==> config.mk <==
export PLATFORM = sky130hd
export DESIGN_NAME = game_ctl
export DESIGN_NICKNAME = d
export VERILOG_FILES = /design/src/rtl/game_ctl.sv
export SDC_FILE = /design/constraint.sdc
export NUM_CORES = 1
export LEC_CHECK = 0
export BUFFER_PORTS_ARGS = -buffer_cell sky130_fd_sc_hd__buf_2
export CAP_MARGIN = 10
export CORE_MARGIN = 2
export CORE_UTILIZATION = 58
export DETAILED_ROUTE_END_ITERATION = 16
export PLACE_DENSITY = 0.8
export SLEW_MARGIN = 25
export SYNTH_ARGS = -nofsm -noshare
export SYNTH_HDL_FRONTEND = slang
export SYNTH_SLANG_ARGS = --single-unit
==> constraint.sdc <==
create_clock -name clk -period 3.8 [get_ports clk]
set_input_delay 0.57 -clock clk [delete_from_list [all_inputs] [get_ports clk]]
set_output_delay 0.57 -clock clk [all_outputs]
set_load 0.05 [all_outputs]
==> src/rtl/game_ctl.sv <==
// game_ctl: round and shot sequencer for the Duck Hunt game.
// It decides when ctl_duck spawns, kills or releases a duck, and it keeps
// the shot, hit, duck, round and score counters that the HUD displays.
// Every output is registered. The pulses are exactly one clock wide.
module game_ctl #(
  parameter int SHOTS_PER_DUCK  = 3,
  parameter int DUCKS_PER_ROUND = 10,
  parameter int PASS_HITS       = 6,
  parameter int FLY_TIMEOUT     = 300,
  parameter int PAUSE_FRAMES    = 60,
  parameter int HIT_POINTS      = 10
) (
  input  logic        clk,
  input  logic        rst,
  input  logic        new_frame,
  input  logic        trigger,
  input  logic        on_target,
  input  logic        duck_escaped,
  output logic        duck_spawn,
  output logic        duck_kill,
  output logic        fly_away,
  output logic [1:0]  shots_left,
  output logic [3:0]  ducks_done,
  output logic [3:0]  hits,
  output logic [3:0]  round,
  output logic [15:0] score,
  output logic [2:0]  state,
  output logic        game_over
);

  typedef enum logic [2:0] {
    IDLE      = 3'd0,
    SPAWN     = 3'd1,
    FLY       = 3'd2,
    FALL      = 3'd3,
    ESCAPE    = 3'd4,
    NEXT      = 3'd5,
    ROUND_END = 3'd6,
    OVER      = 3'd7
  } state_t;

  localparam logic [15:0] FLY_LAST    = 16'(FLY_TIMEOUT - 1);
  localparam logic [15:0] PAUSE_LAST  = 16'(PAUSE_FRAMES - 1);
  localparam logic [1:0]  SHOTS_INIT  = 2'(SHOTS_PER_DUCK);
  localparam logic [3:0]  DUCKS_LIMIT = 4'(DUCKS_PER_ROUND);
  localparam logic [3:0]  PASS_LIMIT  = 4'(PASS_HITS);
  localparam logic [15:0] POINTS      = 16'(HIT_POINTS);

  state_t      state_reg, state_next;
  logic [15:0] frame_cnt_reg, frame_cnt_next;
  logic [1:0]  shots_reg, shots_next;
  logic [3:0]  ducks_reg, ducks_next;
  logic [3:0]  hits_reg, hits_next;
  logic [3:0]  round_reg, round_next;
  logic [15:0] score_reg, score_next;
  logic        spawn_reg, spawn_next;
  logic        kill_reg, kill_next;
  logic        fly_reg, fly_next;
  logic        over_reg, over_next;

  // Score increment for a hit in the current round, with 16-bit saturation.
  logic [15:0] hit_gain;
  logic [16:0] score_sum;
  logic [15:0] score_sat;
  logic        pause_done;
  logic [3:0]  ducks_inc;

  // Arithmetic that several states share.
  always_comb begin
    hit_gain   = POINTS * {12'd0, round_reg};
    score_sum  = {1'b0, score_reg} + {1'b0, hit_gain};
    score_sat  = score_sum[16] ? 16'hFFFF : score_sum[15:0];
    pause_done = new_frame && (frame_cnt_reg == PAUSE_LAST);
    ducks_inc  = ducks_reg + 4'd1;
  end

  // State register and all registered outputs.
  always_ff @(posedge clk) begin
    if (rst) begin
      state_reg     <= IDLE;
      frame_cnt_reg <= 16'd0;
      shots_reg     <= 2'd0;
      ducks_reg     <= 4'd0;
      hits_reg      <= 4'd0;
      round_reg     <= 4'd1;
      score_reg     <= 16'd0;
      spawn_reg     <= 1'b0;
      kill_reg      <= 1'b0;
      fly_reg       <= 1'b0;
      over_reg      <= 1'b0;
    end else begin
      state_reg     <= state_next;
      frame_cnt_reg <= frame_cnt_next;
      shots_reg     <= shots_next;
      ducks_reg     <= ducks_next;
      hits_reg      <= hits_next;
      round_reg     <= round_next;
      score_reg     <= score_next;
      spawn_reg     <= spawn_next;
      kill_reg      <= kill_next;
      fly_reg       <= fly_next;
      over_reg      <= over_next;
    end
  end

  // Next-state logic and next values for the counters and outputs.
  always_comb begin
    logic resolved;
    state_next     = state_reg;
    frame_cnt_next = frame_cnt_reg;
    shots_next     = shots_reg;
    ducks_next     = ducks_reg;
    hits_next      = hits_reg;
    round_next     = round_reg;
    score_next     = score_reg;
    spawn_next     = 1'b0;
    kill_next      = 1'b0;
    fly_next       = fly_reg;
    over_next      = over_reg;
    resolved       = 1'b0;

    case (state_reg)
      IDLE: begin
        if (trigger) begin
          round_next = 4'd1;
          score_next = 16'd0;
          hits_next  = 4'd0;
          ducks_next = 4'd0;
          state_next = SPAWN;
        end
      end

      SPAWN: begin
        spawn_next     = 1'b1;
        shots_next     = SHOTS_INIT;
        frame_cnt_next = 16'd0;
        state_next     = FLY;
      end

      FLY: begin
        // The frame tick is always counted. A shot that decides the duck
        // then overrides the count and the transition.
        if (new_frame) begin
          frame_cnt_next = frame_cnt_reg + 16'd1;
        end
        if (trigger && (shots_reg != 2'd0)) begin
          shots_next = shots_reg - 2'd1;
          if (on_target) begin
            kill_next      = 1'b1;
            hits_next      = hits_reg + 4'd1;
            score_next     = score_sat;
            frame_cnt_next = 16'd0;
            state_next     = FALL;
            resolved       = 1'b1;
          end else if (shots_reg == 2'd1) begin
            fly_next       = 1'b1;
            frame_cnt_next = 16'd0;
            state_next     = ESCAPE;
            resolved       = 1'b1;
          end
        end
        // A miss that leaves shots remaining does not decide the duck, so
        // an escape or a timeout in the same cycle still takes effect.
        if (!resolved) begin
          if (duck_escaped) begin
            frame_cnt_next = 16'd0;
            state_next     = ESCAPE;
          end else if (new_frame && (frame_cnt_reg == FLY_LAST)) begin
            fly_next       = 1'b1;
            frame_cnt_next = 16'd0;
            state_next     = ESCAPE;
          end
        end
      end

      FALL, ESCAPE: begin
        if (pause_done) begin
          frame_cnt_next = 16'd0;
          fly_next       = 1'b0;
          state_next     = NEXT;
        end else if (new_frame) begin
          frame_cnt_next = frame_cnt_reg + 16'd1;
        end
      end

      NEXT: begin
        ducks_next     = ducks_inc;
        frame_cnt_next = 16'd0;
        state_next     = (ducks_inc == DUCKS_LIMIT) ? ROUND_END : SPAWN;
      end

      ROUND_END: begin
        if (pause_done) begin
          frame_cnt_next = 16'd0;
          if (hits_reg >= PASS_LIMIT) begin
            round_next = (round_reg == 4'd15) ? 4'd15 : round_reg + 4'd1;
            hits_next  = 4'd0;
            ducks_next = 4'd0;
            state_next = SPAWN;
          end else begin
            over_next  = 1'b1;
            state_next = OVER;
          end
        end else if (new_frame) begin
          frame_cnt_next = frame_cnt_reg + 16'd1;
        end
      end

      OVER: begin
        if (trigger) begin
          over_next  = 1'b0;
          state_next = IDLE;
        end
      end

      default: begin
        state_next = IDLE;
      end
    endcase
  end

  assign duck_spawn = spawn_reg;
  assign duck_kill  = kill_reg;
  assign fly_away   = fly_reg;
  assign shots_left = shots_reg;
  assign ducks_done = ducks_reg;
  assign hits       = hits_reg;
  assign round      = round_reg;
  assign score      = score_reg;
  assign state      = state_reg;
  assign game_over  = over_reg;

endmodule

## Word level (Yosys, flattened, before mapping)

Index checks and enable logic that the tools add are counted.

| storage, ports and cells | value |
|---|---|
| flip-flop bits (word level) | 53 |
| input bits | 6 |

| operators by class | value |
|---|---|
| reductions and logical operators | 25 |
| $add $sub $neg | 6 |
| equality and inequality tests | 20 |
| order comparisons | 1 |
| multiplexer cells | 59 |
| $mul | 1 |
| bitwise gates (word level) | 2 |

Operators with widths:

| cell | count |
|---|---|
| $mux 16 | 12 |
| $pmux 16 s3 | 1 |
| $mux 3 | 12 |
| $mux 4 | 9 |
| $pmux 16 s2 | 1 |
| $pmux 4 s3 | 2 |
| $pmux 3 s7 | 1 |
| $reduce_and 4->1 | 5 |
| $add 16x8->17 | 1 |
| $add 16x1->16 const B | 1 |
| $eq 16x6->1 const B | 1 |
| $eq 16x9->1 const B | 1 |
| $mux 1 | 16 |
| $ne 2x2->1 const B | 8 |
| $add 4x1->4 const B | 3 |
| $eq 3x3->1 const B | 4 |
| $reduce_bool 2->1 | 6 |
| $reduce_bool 3->1 | 3 |
| $eq 4x4->1 const B | 2 |
| $pmux 4 s2 | 1 |
| $mul 3x4->7 const A | 1 |
| $eq 3x2->1 const B | 2 |
| $reduce_and 6->1 | 1 |
| $reduce_or 3->1 | 2 |
| other kinds (12) | 18 |

## Longest topological paths before layout

| logic depth | value |
|---|---|
| depth in word-level cells | 9 |
| gate-level depth with buffers | 11 |
| gate-level depth less buffers | 11 |

## Least setup slack after synthesis

No wires, ideal clock.

| timing path | value |
|---|---|
| kind | reg2reg |
| start | register round_reg[3], in the netlist round[3] |
| end | register score_reg[13], in the netlist score[13] |
| period minus slack after synthesis | 3414 ps |
| arrival | 3295 ps |
| buffers on the path | 0 |
| cell stages (with the launch flop) | 11 |
| setup slack | 386 ps |
| setup time | 120 ps |
| cell sequence | dfxtp_1 ha_1 ha_1 fa_1 ha_1 o21ai_1 a21oi_2 nor4_1 or4_4 a21o_1 a211o_1 |

| between the ends | value |
|---|---|
| cells in the longest elaborated chain, start to end | 6 |

RTL lines:

| what | line | source |
|---|---|---|
| start, declared | 54 | `logic [3:0] round_reg, round_next;` |
| start signal, assigned | 97 | `round_reg <= round_next;` |
| $mul 3x4->7 | 70 | `hit_gain = POINTS * {12'd0, round_reg};` |
| $add 16x8->17 | 71 | `score_sum = {1'b0, score_reg} + {1'b0, hit_gain};` |
| $mux 16 | 72 | `score_sat = score_sum[16] ? 16'hFFFF : score_sum[15:0];` |
| $mux 16 | 148 | `if (on_target) begin` |
| $mux 16 | 146 | `if (trigger && (shots_reg != 2'd0)) begin` |
| $pmux 16 s2 | 122 | `case (state_reg)` |
| end signal, assigned | 98 | `score_reg <= score_next;` |
| end, declared | 55 | `logic [15:0] score_reg, score_next;` |

Every way passes these cells. The select of a mux whose other input is x is not followed.
A chain may end at the register's enable or synchronous reset.

## Worst setup path in the final report

Ends and elaborated chain as after synthesis.

==> flow_summary.json <==
{
  "vdd_drop_max_mv": 0.303,
  "yosys.area.top_type": "dfxtp_1",
  "synth_nets": 428,
  "holdWs_ns": 0.477,
  "max_slew_margin": 0.403,
  "first_iter_violations": 201,
  "netlist.area_leader.share": 0.325,
  "synth.top_cells.by_area": "dfxtp_1, ha_1, nor2_1",
  "numCtsBuffers": 5,
  "row_count": 27,
  "die_h_microns": 79.0,
  "period_needed_ns": 3.28,
  "grt_pass1_vias": 2710,
  "power_switching_w": 0.000656,
  "gp_congestion": 0.907,
  "vias": 3041,
  "die_w_microns": 79.0,
  "fin_crit_sh": 0.863,
  "wl_per_cell_microns": 15.1,
  "synthCells": 401,
  "p_per_area_mw_per_mm2": 451,
  "cts_tree": "done",
  "status": "completed",
  "critPathMostFrequentCell": "ha_1",
  "finalNetCount": 464,
  "track_usage": 0.263,
  "syn_area_sq_mm": 0.00326,
  "grt_max_degree": 32,
  "path_delay_family": "adder cells",
  "clock_latency_ns": 0.31,
  "grt-ovfl-total": 0,
  "final_common_cell": "dfxtp_1",
  "worstMarginPinSlew_ns": 0.895,
  "slowest_stage": "or4_4",
  "fmax_mhz": 305,
  "ant_nets": 0,
  "avgViaCountPerCell": 5.96,
  "path_buf_inv": 0,
  "required_ns": 4.01,
  "ys_warn_count": 0,
  "hold_buffers": 0,
  "synth_flop_cell": "dfxtp_1",
  "cp_max_fo": 8,
  "swShare": 0.402,
  "p_leak_nw": 1.51,
  "hpwlAfterDp_microns": 5620,
  "startpoint_type": "flop",
  "cp-end-kind": "flop",
  "finalClockSkew_ns": 0.00405,
  "seqPwrFrac": 0.406,
  "drive_gt1_frac": 0.155,
  "maxCapViolCount": 0,
  "finalSetupViolations": 0,
  "p_clk_frac": 0.251,
  "ys_ff_latch": 53,
  "synthArstFlopShare": 0,
  "post_cts_resized": 0,
  "final_util": 0.662,
  "h-tree-depth": 2,
  "dr.pass1.iters": 5,
  "synth_edf_count": 0,
  "ys_seq_area_frac": 0.325,
  "slew_viol_final": 0,
  "p_int_w": 0.000976,
  "worst_hold_path_type": "reg2reg",
  "path_class": "reg2reg",
  "cts_root_buf": "clkbuf_8",
  "combPwrFrac": 0.344,
  "post_cts_buffers": 0,
  "dieArea_sq_mm": 0.00624,
  "rsz0062_at_grt": "no",
  "clk_pin_slew_ns": 0.10,
  "pin_count": 43,
  "wl_microns": 7720,
  "start_util": 0.596,
  "n_antenna_cell": 0,
  "clock_path_buffers": 2,
  "core_sq_mm": 0.00547,
  "drc_errors": 0,
  "setup-tns-final_ns": 0,
  "final_cell_mix": "dfxtp_1, nor2_1, buf_2",
  "numPortBuffers": 42,
  "critPathMaxStageDelay_ns": 0.52,
  "crit_arrival_ns": 3.49,
  "crit_chain": "ha_1 > ha_1 > fa_1 > ha_1 > o21ai_1 > a21oi_2 > nor4_1 > or4_4 > a21o_1 > a211o_1",
  "cts.sinks": 53,
  "ys_types": 71,
  "syn2layout_area_growth_pct": 11.0,
  "hold_viol": 0,
  "grt_first_pass_wirelength_microns": 13200,
  "synth_area_per_cell_sq_um": 8.14,
  "fillers": 487,
  "antenna_found_initial": 0
}
-- cell families (layout without fill, tap and decap cells) --
group           Yosys count  after routing  synth area share
mux                       4              4            0.0123
xor+xnor                 21             21            0.0564
compound gates           92             92             0.190
simple gates            179            179             0.290
buf+inv                  31             68            0.0410
fa+ha+maj                21             21            0.0851
flops                    53             53             0.325
-- path summary, 6_finish.rpt --
| kind | startpoint | to | slack, ns | cells past startpoint |
|---|---|---|---|---|
| max reg2reg | round[3]$_SDFFE_PP0P_ | score[13]$_SDFFE_PP0P_ | 0.52 | 10 |
| min reg2reg | score[6]$_SDFFE_PP0P_ | score[6]$_SDFFE_PP0P_ | 0.48 | 2 |
| min | score[6]$_SDFFE_PP0P_ | score[6]$_SDFFE_PP0P_ | 0.48 | 2 |
| max | round[3]$_SDFFE_PP0P_ | score[13]$_SDFFE_PP0P_ | 0.52 | 10 |
-- power by group through the flow --
stage / clock network (W) / registers (W) / logic [W]
final: 0.000409 / 0.000662 / 0.000561
after global routing: 0.000438 / 0.000672 / 0.000617
after detailed placement: 0 / 0.000672 / 0.000556
after floorplan: 0 / 0.000735 / 0.000378
after CTS: 0.000418 / 0.000661 / 0.000557
after global placement: 0 / 0.000672 / 0.000538
-- metal layers --
metal  GRT usage  up-vias  wire length [microns]
li1            -     1503                      -
met1       0.368     1437                   3620
met2       0.429       92                   3600
met3      0.0375        9                    419
met4      0.0655        0                     80
met5           0        -                      0
-- cells in the mapped netlist, drive strengths merged, types with 7 or more instances --
cell / n
buf: 7
nand3: 10
ha: 19
inv: 17
nand4: 9
xor2: 11
dfxtp: 53
nand2: 33
clkbuf: 7
o21ai: 21
nand2b: 11
a21oi: 26
nor2: 52
xnor2: 10
nor3: 21
-- layout make-up --
cell class | count | area (sq um) | share of cell area
inverter | 17 | 63.8 | 0.0176
sequential | 53 | 1060 | 0.293
multi-input combinational | 317 | 2070 | 0.571
clock buffer | 6 | 82.6 | 0.0228
clock inverter | 2 | 37.5 | 0.0104
timing repair buffer | 43 | 218 | 0.0601
tap | 72 | 90.1 | 0.0249
-- stage by stage --
step	power, W	setup WS, ns	std cells	cell area (sq um)
2_1_floorplan	0.00111	0.386	401	3260
3_3_place_gp	0.00121	0.682	502	3500
3_5_place_dp	0.00123	0.548	502	3500
4_1_cts	0.00164	0.520	510	3620
5_1_grt	0.00173	0.301	510	3620
6_report	0.00163	0.521	510	3620
-- worst register-to-register path: cells and delay by family, from the launching register on --
kind / cells / cell delay, ns
flip-flops: 1 / 0.48
adder cells (fa/ha/maj): 4 / 1.34
AND/OR/NAND/NOR: 2 / 0.63
AO/OA/AOI/OAI: 4 / 0.72
(Power assumes the default switching activity.)
